`config.mk`:
```
export PLATFORM = sky130hd
export DESIGN_NAME = mig_read_req_generator
export DESIGN_NICKNAME = d
export VERILOG_FILES = /design/src/rtl/fb_pkg.sv /design/src/rtl/mig_word_unpacker.sv /design/src/rtl/mig_read_req_generator.sv
export SDC_FILE = /design/constraint.sdc
export NUM_CORES = 1
export LEC_CHECK = 0
export ABC_AREA = 1
export CORE_MARGIN = 1
export CORE_UTILIZATION = 53
export DETAILED_ROUTE_END_ITERATION = 7
export GPL_TIMING_DRIVEN = 0
export HOLD_SLACK_MARGIN = 0.08
export PLACE_DENSITY = 0.83
export REMOVE_ABC_BUFFERS = 1
export SKIP_LAST_GASP = 1
export SYNTH_ARGS = -nofsm -noshare
export SYNTH_HDL_FRONTEND = slang
export SYNTH_HIERARCHICAL = 1
export SYNTH_SLANG_ARGS = --single-unit
```
`constraint.sdc`:
```
create_clock -name clk_in -period 4.45 [get_ports clk_in]
set_input_delay 1.1125 -clock clk_in [delete_from_list [all_inputs] [get_ports clk_in]]
set_output_delay 1.1125 -clock clk_in [all_outputs]
set_load 0.1 [all_outputs]
```
`src/rtl/fb_pkg.sv`:
```
// Shared framebuffer definitions for the MIG read and write generators.
// Word geometry, address layout and the read-side FSM state type.
package fb_pkg;

  localparam int FB_ADDR_W    = 27;
  localparam int FB_DATA_W    = 128;
  localparam int PIX_W        = 16;
  localparam int PIX_PER_WORD = 8;
  localparam int FRAME_BIT    = 26;
  localparam int PIX_IDX_W    = $clog2(PIX_PER_WORD);

  typedef enum logic [1:0] {
    RD_IDLE  = 2'd0,
    RD_RUN   = 2'd1,
    RD_DRAIN = 2'd2
  } rd_state_t;

  // Byte address of a 16-byte word: frame select on the top bit, word offset below.
  function automatic logic [FB_ADDR_W-1:0] fb_word_addr(input logic frame,
                                                        input logic [FRAME_BIT-1:0] word_idx);
    return {frame, FRAME_BIT'(word_idx << 4)};
  endfunction

endpackage

```
`src/rtl/mig_word_unpacker.sv`:
```
// Serializes 128-bit read-return words into eight 16-bit pixels, pixel 0 first,
// and tracks the raster position of the pixel being presented.
module mig_word_unpacker
  import fb_pkg::*;
#(
  parameter int  HRES   = 64,
  parameter int  VRES   = 36,
  localparam int HCNT_W = $clog2(HRES),
  localparam int VCNT_W = $clog2(VRES)
) (
  input  logic                 i_clk,
  input  logic                 i_rst,
  input  logic                 i_en,
  input  logic                 i_clear,
  input  logic [FB_DATA_W-1:0] i_data,
  input  logic                 i_data_valid,
  output logic                 o_data_rdy,
  output logic [PIX_W-1:0]     o_pixel,
  output logic [HCNT_W-1:0]    o_hcount,
  output logic [VCNT_W-1:0]    o_vcount,
  output logic                 o_pixel_valid,
  input  logic                 i_pixel_rdy,
  output logic                 o_last_pix
);

  logic [FB_DATA_W-1:0] r_word;
  logic [PIX_IDX_W-1:0] r_pix_idx;
  logic                 r_full;
  logic [HCNT_W-1:0]    r_hcount;
  logic [VCNT_W-1:0]    r_vcount;

  logic w_consume;
  logic w_load;
  logic w_idx_last;
  logic w_line_end;
  logic w_frame_end;

  assign w_consume   = r_full && i_pixel_rdy;
  assign w_idx_last  = (r_pix_idx == PIX_IDX_W'(PIX_PER_WORD - 1));
  // Accepting a new word while the final pixel drains keeps the stream bubble-free.
  assign o_data_rdy  = i_en && (!r_full || (w_idx_last && w_consume));
  assign w_load      = i_data_valid && o_data_rdy;
  assign w_line_end  = (r_hcount == HCNT_W'(HRES - 1));
  assign w_frame_end = w_line_end && (r_vcount == VCNT_W'(VRES - 1));

  always_ff @(posedge i_clk) begin
    if (i_rst || i_clear) begin
      r_word    <= '0;
      r_pix_idx <= '0;
      r_full    <= 1'b0;
      r_hcount  <= '0;
      r_vcount  <= '0;
    end else begin
      if (w_load) begin
        r_word    <= i_data;
        r_pix_idx <= '0;
        r_full    <= 1'b1;
      end else if (w_consume) begin
        r_pix_idx <= r_pix_idx + 1'b1;
        if (w_idx_last) begin
          r_full <= 1'b0;
        end
      end

      if (w_consume) begin
        if (w_line_end) begin
          r_hcount <= '0;
          r_vcount <= w_frame_end ? '0 : r_vcount + 1'b1;
        end else begin
          r_hcount <= r_hcount + 1'b1;
        end
      end
    end
  end

  assign o_pixel       = r_full ? r_word[PIX_W*r_pix_idx +: PIX_W] : '0;
  assign o_pixel_valid = r_full;
  assign o_hcount      = r_hcount;
  assign o_vcount      = r_vcount;
  assign o_last_pix    = w_consume && w_frame_end;

endmodule

```
`src/rtl/mig_read_req_generator.sv`:
```
// Scanout read path: streams one framebuffer out of MIG as raster-ordered pixels,
// limiting in-flight reads so the MIG read-return FIFO cannot overflow.
//
// state    | meaning
// ---------+-------------------------------------------------------------
// RD_IDLE  | waiting for start_in; no requests, returns not accepted
// RD_RUN   | issuing word reads while under the outstanding cap
// RD_DRAIN | all reads issued; streaming remaining pixels to the display
module mig_read_req_generator
  import fb_pkg::*;
#(
  parameter int  HRES            = 64,
  parameter int  VRES            = 36,
  parameter int  MAX_OUTSTANDING = 8,
  localparam int HCNT_W          = $clog2(HRES),
  localparam int VCNT_W          = $clog2(VRES)
) (
  input  logic                 clk_in,
  input  logic                 rst_in,
  input  logic                 start_in,
  input  logic                 frame_in,
  output logic [FB_ADDR_W-1:0] addr_out,
  output logic                 addr_valid_out,
  input  logic                 addr_rdy_in,
  input  logic [FB_DATA_W-1:0] data_in,
  input  logic                 data_valid_in,
  output logic                 data_rdy_out,
  output logic [PIX_W-1:0]     pixel_out,
  output logic [HCNT_W-1:0]    hcount_out,
  output logic [VCNT_W-1:0]    vcount_out,
  output logic                 pixel_valid_out,
  input  logic                 pixel_rdy_in,
  output logic                 busy_out,
  output logic                 done_out
);

  localparam int WORDS = HRES * VRES / PIX_PER_WORD;
  localparam int REQ_W = (WORDS > 1) ? $clog2(WORDS) : 1;
  localparam int OUT_W = $clog2(MAX_OUTSTANDING + 1);

  rd_state_t r_state;
  rd_state_t w_state_nxt;

  logic             r_frame;
  logic [REQ_W-1:0] r_req_idx;
  logic [OUT_W-1:0] r_outstanding;
  logic             r_done;

  logic w_busy;
  logic w_start;
  logic w_req_fire;
  logic w_ret_fire;
  logic w_last_req;
  logic w_last_pix;

  assign w_busy         = (r_state != RD_IDLE);
  assign w_start        = (r_state == RD_IDLE) && start_in;
  assign addr_valid_out = (r_state == RD_RUN) && (r_outstanding < OUT_W'(MAX_OUTSTANDING));
  assign addr_out       = fb_word_addr(r_frame, FRAME_BIT'(r_req_idx));
  assign w_req_fire     = addr_valid_out && addr_rdy_in;
  assign w_ret_fire     = data_valid_in && data_rdy_out;
  assign w_last_req     = (r_req_idx == REQ_W'(WORDS - 1));

  always_comb begin
    w_state_nxt = r_state;
    case (r_state)
      RD_IDLE:  if (start_in) w_state_nxt = RD_RUN;
      RD_RUN:   if (w_req_fire && w_last_req) w_state_nxt = RD_DRAIN;
      RD_DRAIN: if (w_last_pix) w_state_nxt = RD_IDLE;
      default:  w_state_nxt = RD_IDLE;
    endcase
  end

  always_ff @(posedge clk_in) begin
    if (rst_in) begin
      r_state <= RD_IDLE;
    end else begin
      r_state <= w_state_nxt;
    end
  end

  always_ff @(posedge clk_in) begin
    if (rst_in) begin
      r_frame       <= 1'b0;
      r_req_idx     <= '0;
      r_outstanding <= '0;
      r_done        <= 1'b0;
    end else begin
      r_done <= (r_state == RD_DRAIN) && w_last_pix;

      if (w_start) begin
        r_frame   <= frame_in;
        r_req_idx <= '0;
      end else if (w_req_fire) begin
        r_req_idx <= w_last_req ? '0 : r_req_idx + 1'b1;
      end

      case ({w_req_fire, w_ret_fire})
        2'b10:   r_outstanding <= r_outstanding + 1'b1;
        2'b01:   r_outstanding <= r_outstanding - 1'b1;
        default: r_outstanding <= r_outstanding;
      endcase
    end
  end

  mig_word_unpacker #(
    .HRES (HRES),
    .VRES (VRES)
  ) u_unpacker (
    .i_clk         (clk_in),
    .i_rst         (rst_in),
    .i_en          (w_busy),
    .i_clear       (w_start),
    .i_data        (data_in),
    .i_data_valid  (data_valid_in),
    .o_data_rdy    (data_rdy_out),
    .o_pixel       (pixel_out),
    .o_hcount      (hcount_out),
    .o_vcount      (vcount_out),
    .o_pixel_valid (pixel_valid_out),
    .i_pixel_rdy   (pixel_rdy_in),
    .o_last_pix    (w_last_pix)
  );

  assign busy_out = w_busy;
  assign done_out = r_done;

endmodule

```
==> results_dict.tcl <==
set metrics [dict create \
    cts.sinks 161 \
    pwr-share-clk 0.405 \
    power.density_mw_per_mm2 369.1 \
    postLayoutCellArea_sq_mm 0.01013 \
    worstPathMaxFanout 39 \
    drc 0 \
    p_leak_nw 3.386 \
    maxCapViolCount 0 \
    syn_inst 1127 \
    mostFrequentLayoutCell "nand2_1" \
    hold_class "reg2reg" \
    port_buffers 177 \
    avgViaCountPerCell 5.390 \
    vias 7762 \
    internal_power_mw 2.690 \
    dpl.hpwl_um 12670 \
    yosysWarnings 6 \
    fill_cells 1153 \
    critPathTopFamily "buffers and inverters" \
    tightest_slew_ns 1.165 \
    cts.htree.levels 4 \
    synth_edf_count 0 \
    place.gp.congestion 0.7770 \
    grt_pass1_vias 6928 \
    rsz0062_at_grt "no" \
    numCtsBuffers 17 \
    clk_pin_slew_ns 0.06 \
    final_cell_mix "nand2_1 (253), a21oi_1 (175), clkdlybuf4s50_1 (175)" \
    rows 43 \
    drive_gt1_frac 0.04286 \
    seqPwrFrac 0.413 \
    cts_buffer_depth 2 \
    power_switching_mw 1.050 \
    outcome "finished clean" \
    coreArea_sq_mm 0.01404 \
    syn_area_per_cell_sq_um 6.829 \
    relSlewSlack 0.2224 \
    cts-root-buf "clkbuf_16" \
    overflow 0 \
    dp_slack_ns -0.4803 \
    wl_per_cell_um 14.32 \
    hold_viol 0 \
    io_pins 195 \
    dieArea_sq_mm 0.01501 \
    final_net_count 1390 \
    startpoint_type "primary input" \
    seq_area_frac_synth 0.4188 \
    die-width_um 122.5 \
    synthDistinctLibCells 30 \
    synth_top_flop_cell "dfxtp_1" \
    ir_drop_uv 271.0 \
    initial_core_util 0.5481 \
    cp_cell_sequence "clkdlybuf4s50_1 -> nand2_1 -> a21boi_4 -> buf_12 -> clkdlybuf4s15_2" \
    cts_hold_repair.buffers 0 \
    grt_pass1_wl_um 32130 \
    worst_setup_path_end_kind "output port" \
    drv_slew 0 \
    drt-initial-drc-count 668 \
    routed_wirelength_um 20620 \
    period_needed_ns 4.274 \
    die_y_um 122.5 \
    fmax_mhz 234.0 \
    diodes 0 \
    grt_usage 0.2687 \
    max_stage_delay_ns 0.58 \
    clock_skew_ns 0.01054 \
    cp.required_ns 3.34 \
    drtPass1Iterations 5 \
    path_class "in2out" \
    pwr-share-comb 0.182 \
    crit_buf_inv 3 \
    grt_antenna_before_repair 0 \
    worstPathArrival_ns 3.16 \
    drtAntennaViolNets 0 \
    setup_viol 0 \
    grt_max_degree 97 \
    clock_latency_ns 0.42 \
    instances_no_fill 1440 \
    async_flop_share 0 \
    p_sw_frac 0.2807 \
    synth_area_sq_mm 0.007696 \
    syn_to_final_growth_pct 31.69 \
    period_share 0.9603 \
    dpl.cell_count 1407 \
    setup_ws_ns 0.1765 \
    crit_slowest_cell "clkdlybuf4s15_2" \
    cts_tree "built" \
    dpl_cell_area_sq_mm 0.009503 \
    synth_seq_cells 161 \
]
-- state kept, by name (all words and copies together) (netlist names) --
signal,flops
u_unpacker/r_word,128
r_req_idx,9
u_unpacker/o_hcount,6
u_unpacker/o_vcount,6
r_outstanding,4
u_unpacker/r_pix_idx,3
r_state,2
done_out,1
r_frame,1
u_unpacker/o_pixel_valid,1
-- cells in the mapped netlist (2+ instances only) --
cell	number	area share
nand2_1	254	0.12
a21oi_1	175	0.11
dfxtp_1	161	0.42
nand3_1	158	0.10
inv_1	96	0.047
nor2_1	71	0.035
clkbuf_1	64	0.031
o21ai_0	40	0.026
o211ai_1	32	0.031
buf_4	18	0.018
buf_2	12	0.0078
ha_1	8	0.013
buf_1	7	0.0034
nand4_1	4	0.0033
nor3_1	4	0.0026
xor2_1	4	0.0046
xnor2_1	3	0.0034
nand2_2	2	0.0016
nor2_2	2	0.0016
o21ai_1	2	0.0013
-- kinds of logic (layout without fill, tap and decap cells) --
family / count (synthesis) / in the layout / share of synthesized area
AND/OR/NAND/NOR: 500 / 500 / 0.2767
AO/OA/AOI/OAI: 252 / 253 / 0.1757
buffers and inverters: 198 / 314 / 0.1073
flip-flops: 161 / 161 / 0.4188
adder cells (fa/ha/maj): 8 / 8 / 0.01301
XOR/XNOR: 7 / 7 / 0.007966
other: 1 / 17 / 0.0004873
-- worst min-delay path, stage by stage, from the launching register on --
cell	delay, ns
dfxtp_1	0.30
nand2_1	0.06
a21oi_1	0.05
-- per-layer routing --
metal	global-route usage	wire, um
met5	0	0
met4	0.1037	308
met3	0.05948	1477
met2	0.4480	9836
met1	0.3369	8998
-- area by class of cell --
class / count / area [sq um] / share of cell area
multi-input cells: 785 / 3734 / 0.3684
repair buffers: 185 / 1961 / 0.1935
flip-flops and latches: 161 / 3232 / 0.3189
well taps: 180 / 225.2 / 0.02222
clock buffers: 23 / 488.0 / 0.04815
inverters: 97 / 366.6 / 0.03617
clock inverters: 9 / 128.9 / 0.01272
-- final timing paths --
check                          start                     to  slack (ns)  cells after the start
min reg2reg    u_unpacker/r_word[76]  u_unpacker/r_word[76]        0.46                      2
max reg2reg  u_unpacker/r_pix_idx[1]       r_outstanding[2]        1.19                     16
max                     pixel_rdy_in           data_rdy_out        0.18                      5
min            u_unpacker/r_word[76]  u_unpacker/r_word[76]        0.46                      2
-- repair_timing --
item | in CTS | in global routing
buffers inserted | 0 | 0
pin swaps | 0 | 1
gates cloned | 0 | 1
resized for setup | 3 | 1
endpoints found under the setup margin | 1 | 1
-- power by group through the flow --
stage	Combinational (mW)	Sequential (mW)	Clock, mW
final	0.681	1.54	1.51
after global routing	0.742	1.55	1.58
after CTS	0.677	1.54	1.53
after detailed placement	0.673	1.58	0
after global placement	0.645	1.58	0
after floorplan	0.386	1.59	0
-- metrics by stage --
stage	hold slack, ns	TNS [ns]	power [mW]	util
floorplan	0.4375	-797.20	1.978	-
global placement	0.4453	-1341.85	2.224	0.6617
detailed placement	0.4498	-0.4803	2.249	0.6767
CTS	0.4587	0	3.756	0.7208
global route	0.4756	0	3.876	0.7217
finish	0.4590	0	3.740	0.7217
Power figures use the tool's default switching activity.
